==> src/rtl/prbs_hist_reg.sv <==
// PRBS history shift register with predictor and all-zero flag.
// Shifts in either the received bit (self-sync) or its own prediction (free-run).
module prbs_hist_reg #(
  parameter int W   = 5,
  parameter int TAP = 3
) (
  input  logic clk_i,
  input  logic rst_ni,
  input  logic shift_i,
  input  logic free_run_i,
  input  logic bit_i,
  output logic pred_o,
  output logic zero_o
);

  logic [W-1:0] hist_q, hist_d;

  assign pred_o = hist_q[TAP-1] ^ hist_q[W-1];
  assign zero_o = (hist_q == '0);

  always_comb begin
    hist_d = hist_q;
    if (shift_i) hist_d = {hist_q[W-2:0], (free_run_i ? pred_o : bit_i)};
  end

  always_ff @(posedge clk_i or negedge rst_ni) begin
    if (!rst_ni) hist_q <= '0;
    else         hist_q <= hist_d;
  end

endmodule

==> config.mk <==
export PLATFORM = sky130hd
export DESIGN_NAME = prbs_hist_reg
export DESIGN_NICKNAME = d
export VERILOG_FILES = /design/src/rtl/prbs_hist_reg.sv
export SDC_FILE = /design/constraint.sdc
export NUM_CORES = 1
export LEC_CHECK = 0
export ABC_AREA = 1
export CAP_MARGIN = 5
export CELL_PAD_IN_SITES_DETAIL_PLACEMENT = 1
export CELL_PAD_IN_SITES_GLOBAL_PLACEMENT = 1
export CORE_AREA = 5 5 42 44
export DETAILED_ROUTE_END_ITERATION = 6
export DIE_AREA = 0 0 47 49
export PLACE_DENSITY = 0.53
export SYNTH_ARGS = -nofsm -noshare
export SYNTH_HDL_FRONTEND = slang
export SYNTH_SLANG_ARGS = --single-unit
==> constraint.sdc <==
create_clock -name clk_i -period 2.1 [get_ports clk_i]
set_input_delay 0.21 -clock clk_i [delete_from_list [all_inputs] [get_ports clk_i]]
set_output_delay 0.21 -clock clk_i [all_outputs]
set_load 0.005 [all_outputs]
==> results of run 1 <==
==> worst max path at each step <==
stage | from | to | slack (ps) | depth (start not counted)
2_1_floorplan | hist_q[0] | zero_o | 1260 | 3
3_5_place_dp | hist_q[0] | zero_o | 720 | 4
3_3_place_gp | hist_q[0] | zero_o | 720 | 4
6_report | hist_q[0] | zero_o | 470 | 4
5_1_grt | hist_q[0] | zero_o | 360 | 4
4_1_cts | hist_q[0] | zero_o | 450 | 4
==> cell usage after synthesis <==
cell | count | area (um2)
dfrtp_1 | 5 | 125.1
inv_1 | 3 | 11.26
inv_2 | 1 | 3.750
nand2_1 | 12 | 45.04
nand3_1 | 2 | 10.01
nor2_1 | 4 | 15.01
o21ai_0 | 3 | 15.01
==> critical path, stage by stage (launching register included) <==
cell,delay [ps]
dfrtp_1,390
nor2_1,110
nand3_1,70
nor2_1,90
clkdlybuf4s50_1,510
==> logic make-up (layout without fill, tap and decap cells) <==
logic type / count (synthesis) / after routing / share of synthesized area (%)
AO/OA/AOI/OAI: 3 / 3 / 6.665
buffers and inverters: 4 / 14 / 6.665
flip-flops: 5 / 5 / 55.56
AND/OR/NAND/NOR: 18 / 18 / 31.11
==> cell type report <==
type	count	area, um2	area share, %
sequential	5	125.1	37.74
tap	16	20.02	6.038
timing repair buffer	6	60.06	18.11
inverter	4	15.01	4.528
multi-input combinational	21	85.08	25.66
clock buffer	4	26.28	7.925
==> metal layers <==
layer  vias to the layer above  global-route usage, %  part of all wire [%]
met4                         0                  2.765                     0
met1                        98                  7.813                    45
met3                         0                  5.535                   8.1
li1                        111                      -                     -
met5                         -                      0                     0
met2                         8                  8.371                    47
==> placed cells by master (no fill, tap or decap), drive strengths merged <==
| cell | netlist | final |
|---|---|---|
| clkbuf | 0 | 4 |
| clkdlybuf4s50 | 0 | 6 |
| dfrtp | 5 | 5 |
| inv | 4 | 4 |
| nand2 | 12 | 12 |
| nand3 | 2 | 2 |
| nor2 | 4 | 4 |
| o21ai | 3 | 3 |
==> where the power goes <==
part	internal [mW]	total, mW	switching [mW]
Clock	0.0720	0.113	0.0409
Sequential	0.112	0.123	0.0110
Combinational	0.0338	0.0654	0.0316
Total	0.218	0.301	0.0834
==> reports/results.txt, run 1 <==
worst reg-to-reg path cell count: 5
worst skew pair latency: 250 ps
diode count: 0
syn avg cell area: 7.507 um2
fmax: 614.7 MHz
Min Clock Period, post-route: 1627 ps
vias in the first global route: 239
Critical Path RT: 1890 ps
Pwr Total: 301.2 uW
max_cap viols: 0
root buffer cell: clkbuf_4
cts bufs inserted: 3
run status: finished clean
Reg clk slew, reported paths: 50 ps
vias post-DR: 217
Cell Area, Synth: 225.2 um2
Inst Count DP: 52
WL per Instance: 10.41 um
largest net degree at the start of global routing: 9
fin worst setup slack: 473.3 ps
Max H-tree Level: 1
Unique masters post-synth: 7
placement-stage cell area: 305.3 um2
max reg flops: 5
YS warnings: 0
post-CTS sizing: 0
Cells after Synth: 30
power per cell area: 908.4 nW/um2
Reg with most FFs: hist_q
WL final: 583 um
Clock Tree Buf Depth: 2
first-pass GRT wire length: 1.014 mm
Fin. Hold Viols: 0
Via-to-Cell Ratio: 3.875
GRT Total Usage: 6.582%
Die Ht: 49 um
Final ANT Viol Nets: 0
Fill cells: 178
post-synthesis sequential area ratio: 55.56%
Worst Setup End Kind: output pin
#FFs+latches synth: 5
synthesis-to-finish area growth: 47.22%
hold_ws: 176.3 ps
RR Startpoint: hist_q[2]
core area: 1401 um2
Largest regs: hist_q: 5 flops
Post-CTS Hold Fix Bufs: 0
Std-Cell Rows: 14
crit-path max FO: 3
count of pins over their slew limit: 0
drc violations: 0
final core occ: 23.66%
post-route cell area: 331.6 um2
Setup Fix Bufs, Post-CTS: 0
drt first pass iters: 2
setup_tns: 0 ps
initial antenna violation count: 0
syn_nets: 35
static power due to leakage: 0.1612 nW
final std cells w/o fill: 56
maximum vdd drop: 383.1 uV
clk sinks: 5
Initial Utilization: 16.07%
CP Launch Type: register
hpwl dp: 480.3 um
nets: 46
critical path class: register to output pin
Worst Hold Class: input port to asynchronous set/reset pin
final worst path period share: 77.46%
CP Data Arrival Time: 1420 ps
setup slack, reg-to-reg: 1280 ps
layout cell share with drive strength beyond 1: 10.00%
RSZ-0062 raised after global routing: no
die area: 2303 um2
num ports: 7
Worst Tran Pin Value: 287.4 ps
Slew headroom: 80.78%
RePlAce Congestion: 0.7813
initial detailed-routing violation count: 3
Final setup viols: 0
grt ovf: 0
Worst Skew: 9.976 ps
CTS tree: done
post-placement setup slack: 724.9 ps
port bufs: 6
FF-to-FF End: hist_q[0]
Die Wd: 47 um
(Power assumes the default switching activity.)
==> run 2: changes to the inputs <==
--- a/config.mk
+++ b/config.mk
@@ -12,7 +12,7 @@
 export CORE_AREA = 5 5 42 44
 export DETAILED_ROUTE_END_ITERATION = 6
 export DIE_AREA = 0 0 47 49
-export PLACE_DENSITY = 0.53
+export PLACE_DENSITY = 0.54
 export SYNTH_ARGS = -nofsm -noshare
 export SYNTH_HDL_FRONTEND = slang
 export SYNTH_SLANG_ARGS = --single-unit
==> constraint.sdc (replaced) <==
create_clock -name clk_i -period 1.3 [get_ports clk_i]
set_input_delay 0.13 -clock clk_i [delete_from_list [all_inputs] [get_ports clk_i]]
set_output_delay 0.13 -clock clk_i [all_outputs]
set_load 0.005 [all_outputs]
==> reports/results.txt, run 2 (same netlist as run 1, synthesis figures left out) <==
WL per Instance: 9.733 um (-6.5%)
Pwr Total: 520.0 uW (+73%)
initial detailed-routing violation count: 1 (-2)
Final setup viols: 0 (unchanged)
vias in the first global route: 235 (-1.7%)
setup_tns: 0 ps (unchanged)
nets: 50 (+8.7%)
Fin. Hold Viols: 0 (unchanged)
crit-path max FO: 2 (-1)
die area: 2303 um2 (unchanged)
Largest regs: hist_q: 5 flops
max reg flops: 5 (unchanged)
first-pass GRT wire length: 1.000 mm (-1.4%)
core area: 1401 um2 (unchanged)
synthesis-to-finish area growth: 59.44%
Worst Hold Class: input port to asynchronous set/reset pin
num ports: 7 (unchanged)
Worst Skew: 4.923 ps (-5.053 ps)
CP Launch Type: register
GRT Total Usage: 6.568% (-0.014 points)
CP Data Arrival Time: 1060 ps (-360 ps)
Post-CTS Hold Fix Bufs: 0 (unchanged)
fmax: 842.3 MHz
cts bufs inserted: 3 (unchanged)
drc violations: 0 (unchanged)
Initial Utilization: 16.07% (unchanged)
Clock Tree Buf Depth: 2 (unchanged)
count of pins over their slew limit: 0 (unchanged)
grt ovf: 0 (unchanged)
Via-to-Cell Ratio: 3.783 (-2.4%)
static power due to leakage: 0.1832 nW (+14%)
maximum vdd drop: 632.0 uV (+65%)
commonest non-fill, non-tap cell in the layout: nand2_1
largest net degree at the start of global routing: 9 (unchanged)
Max H-tree Level: 1 (unchanged)
power per cell area: 1448 nW/um2 (+59%)
vias post-DR: 227 (+4.6%)
layout cell share with drive strength beyond 1: 25.00% (+15 points)
Reg clk slew, reported paths: 50 ps (about the same)
Critical Path RT: 1170 ps (-720 ps)
RSZ-0062 raised after global routing: no
max_cap viols: 0 (unchanged)
Die Wd: 47 um (unchanged)
most frequent cells in the layout: nand2_1 (11), dfrtp_1 (5), nor2_1 (4), clkdlybuf4s50_1 (4), buf_4 (4)
run status: finished clean
drt first pass iters: 2 (unchanged)
Final ANT Viol Nets: 0 (unchanged)
root buffer cell: clkbuf_4
worst skew pair latency: 250 ps (about the same)
hpwl dp: 418.6 um (-13%)
critical path class: register to output pin
Slew headroom: 82.42% (+1.6 points)
final worst path period share: 91.32%
Min Clock Period, post-route: 1187 ps
clk sinks: 5 (unchanged)
CTS tree: done
post-route cell area: 359.1 um2 (+8.3%)
port bufs: 6 (unchanged)
Reg with most FFs: hist_q
WL final: 584 um (+0.17%)
initial antenna violation count: 0 (unchanged)
Worst Tran Pin Value: 262.9 ps (-24.45 ps)
hold_ws: 104.1 ps (-72.17 ps)
diode count: 0 (unchanged)
Std-Cell Rows: 14 (unchanged)
Worst Setup End Kind: output pin
Die Ht: 49 um (unchanged)
placement-stage cell area: 327.8 um2 (+7.4%)
RePlAce Congestion: 0.6749 (-14%)
## run 2: cell count changes in the layout (fill, tap and decap cells not counted), sizes merged
| cell | previous run | this run |
|---|---|---|
| buf | 0 | 4 |
| clkbuf | 4 | 5 |
| clkdlybuf4s15 | 0 | 1 |
| clkdlybuf4s50 | 6 | 4 |
## run 2: final cells by class
class                      count  area, um2
fill                         188       1042
timing repair buffer          10      85.08
multi-input combinational     21      87.58
inverter                       4      15.01
sequential                     5      125.1
clock buffer                   4      26.28
tap                           16      20.02
## run 2: through the flow
step / setup WS (ps) / util, % / std cells
floorplan: 543.4 / - / 30
finish: 112.8 / 25.62 / 60
global placement: 37.75 / 23.39 / 55
global route: 26.09 / 25.62 / 60
CTS: 24.76 / 25.62 / 60
detailed placement: 53.88 / 23.39 / 55
## run 2: power breakdown
group	internal [mW]	leakage, nW	switching [mW]
clock network	0.117	0.0150	0.0797
registers	0.181	0.0632	0.0145
logic	0.0695	0.105	0.0587
## run 2: final timing paths
kind	cells after the start	from	slack [ps]	end
max	4	hist_q[2]	110	pred_o
min	1	rst_ni	100	hist_q[0]
max reg2reg	5	hist_q[2]	450	hist_q[0]
min reg2reg	2	hist_q[3]	480	hist_q[4]
max in group asynchronous	1	rst_ni	990	hist_q[2]
min in group clk_i	2	hist_q[3]	480	hist_q[4]
## run 2: per-layer routing
metal	global-route usage, %	share of wire [%]	up-vias
met1	8.204	48	95
met3	6.642	12	2
met4	2.765	1.4	0
met5	0	0	-
met2	7.240	39	11
li1	-	-	119
## run 2: critical path, cell delays in order, from the launching register on
cell and delay, ps:
dfrtp_1 370, buf_4 140, nand2_2 60, nand2_1 50, clkdlybuf4s15_1 190
## run 2: timing repair
item                                    in CTS  in global routing
setup buffers                                1                  0
gates resized for setup                      3                  4
endpoints found under the setup margin       2                  2
==> run 3: changes to the inputs <==
--- a/config.mk
+++ b/config.mk
@@ -7,7 +7,7 @@
 export LEC_CHECK = 0
 export ABC_AREA = 1
 export CAP_MARGIN = 5
-export CELL_PAD_IN_SITES_DETAIL_PLACEMENT = 1
+export CELL_PAD_IN_SITES_DETAIL_PLACEMENT = 0
 export CELL_PAD_IN_SITES_GLOBAL_PLACEMENT = 1
 export CORE_AREA = 5 5 42 44
 export DETAILED_ROUTE_END_ITERATION = 6
==> reports/results.txt, run 3 (same netlist as run 1, synthesis figures left out) <==
fmax: 800.5 MHz (-5.0%)
Sw Ratio: 27.19% (-2.2 points)
final worst path period share: 96.10% (+4.8 points)
maximum vdd drop: 604.0 uV (-4.4%)
Max H-tree Level: 1 (unchanged)
num ports: 7 (unchanged)
Slew headroom: 82.64% (+0.22 points)
initial detailed-routing violation count: 1 (unchanged)
root buffer cell: clkbuf_4
first-pass GRT wire length: 807 um (-19%)
static power due to leakage: 0.1851 nW (+1.0%)
vias in the first global route: 210 (-11%)
worst skew pair latency: 240 ps (about the same)
power per cell area: 1398 nW/um2 (-3.5%)
hpwl dp: 387.3 um (-7.5%)
largest net degree at the start of global routing: 9 (unchanged)
RePlAce Congestion: 0.6749 (unchanged)
cts bufs inserted: 3 (unchanged)
clk sinks: 5 (unchanged)
Min Clock Period, post-route: 1249 ps (+62.10 ps)
commonest non-fill, non-tap cell in the layout: nand2_1
Largest regs: hist_q: 5 flops
Pint: 364.3 uW (-0.78%)
Seq pwr share: 39.0% (+1.5 points)
GRT Total Usage: 5.449% (-1.1 points)
nets: 50 (unchanged)
RR Startpoint: hist_q[2]
layout cell share with drive strength beyond 1: 22.73% (-2.3 points)
diode count: 0 (unchanged)
drt first pass iters: 3 (+1)
setup_tns: 0 ps (unchanged)
gr busiest metal: met2
CP Launch Type: register
Final ANT Viol Nets: 0 (unchanged)
Worst Setup End Kind: output pin
max reg flops: 5 (unchanged)
Reg clk slew, reported paths: 50 ps (about the same)
Reg with most FFs: hist_q
CP Data Arrival Time: 1120 ps (+60 ps)
vias post-DR: 221 (-2.6%)
Worst Skew: 6.803 ps (+1.880 ps)
hold_ws: 116.8 ps (+12.67 ps)
crit-path max FO: 2 (unchanged)
Comb power frac: 24.8% (about the same)
GR Util met2: 6.335% (-0.90 points)
count of pins over their slew limit: 0 (unchanged)
Die Wd: 47 um (unchanged)
M3 GR Usage: 5.535% (-1.1 points)
Std-Cell Rows: 14 (unchanged)
run status: finished clean
critical path class: register to output pin
Final setup viols: 0 (unchanged)
net load switching power: 136.1 uW (-11%)
fin worst setup slack: 50.75 ps (-62.10 ps)
CP startpoint: hist_q[2]
port bufs: 6 (unchanged)
die area: 2303 um2 (unchanged)
Post-CTS Hold Fix Bufs: 0 (unchanged)
WL per Instance: 8.850 um (-9.1%)
Initial Utilization: 16.07% (unchanged)
Die Ht: 49 um (unchanged)
WL final: 531 um (-9.1%)
M1 GR Usage: 6.250% (-2.0 points)
max_cap viols: 0 (unchanged)
initial antenna violation count: 0 (unchanged)
Via-to-Cell Ratio: 3.683 (-2.6%)
Fin. Hold Viols: 0 (unchanged)
setup slack, reg-to-reg: 440 ps (about the same)
Clock Tree Buf Depth: 2 (unchanged)
Worst Hold Class: input port to asynchronous set/reset pin
Worst Tran Pin Value: 259.6 ps (-3.308 ps)
core area: 1401 um2 (unchanged)
drc violations: 0 (unchanged)
Clock Power Share: 36.2% (-1.6 points)
FF-to-FF End: hist_q[0]
synthesis-to-finish area growth: 58.89%
grt ovf: 0 (unchanged)
worst reg-to-reg path cell count: 5 (unchanged)
most frequent cells in the layout: nand2_1 (11), dfrtp_1 (5), nor2_1 (4), clkdlybuf4s50_1 (4), buf_4 (4)
final core occ: 25.54% (-0.089 points)
CTS tree: done
RSZ-0062 raised after global routing: no
post-placement setup slack: 57.50 ps (+3.615 ps)
Critical Path RT: 1170 ps (about the same)
-- run 3: cell types whose count changed in the layout (fill, tap and decap cells not counted), sizes merged --
cell | previous run | this run
clkdlybuf4s15 | 1 | 0
dlygate4sd2 | 0 | 1
-- run 3: critical path: stages, from the launching register on --
cell,delay [ps]
dfrtp_1,370
buf_4,140
nand2_2,70
nand2_1,50
dlygate4sd2_1,250
-- run 3: power by group through the flow --
stage | logic [mW] | registers (mW) | clock network [mW]
after global routing | 0.136 | 0.199 | 0.208
after detailed placement | 0.127 | 0.197 | 0
final | 0.124 | 0.195 | 0.181
after floorplan | 0.0491 | 0.196 | 0
after CTS | 0.125 | 0.195 | 0.189
after global placement | 0.127 | 0.198 | 0
-- run 3: layout make-up --
class	count	area (um2)
Multi-Input combinational cell	21	87.58
Clock buffer	4	26.28
Inverter	4	15.01
Tap cell	16	20.02
Fill cell	159	1044
Sequential cell	5	125.1
Timing Repair Buffer	10	83.83
-- run 3: what timing repair did --
action	in CTS	in global routing
buffers inserted	1	0
gates resized for setup	2	3
pin swaps	0	0
endpoints found under the setup margin	2	2
-- run 3: how the worst max path moves through the flow --
| stage | endpoint | slack [ps] |
|---|---|---|
| detailed placement | zero_o | 60 |
| floorplan | zero_o | 540 |
| CTS | pred_o | 20 |
| global placement | zero_o | 40 |
| finish | pred_o | 50 |
| global route | pred_o | 3 |
-- run 3: routing by layer --
layer / vias to the layer above / share of wire, %
li1: 119 / -
met1: 91 / 51
met2: 9 / 36
met3: 2 / 11
met4: 0 / 1.1
met5: - / 0
-- run 3: through the flow --
stage	cells	instance area [um2]	total power, mW
4_1_cts	60	359.1	0.5084
3_3_place_gp	55	327.8	0.3254
5_1_grt	60	357.8	0.5426
2_1_floorplan	30	225.2	0.2454
6_report	60	357.8	0.5003
3_5_place_dp	55	327.8	0.3238
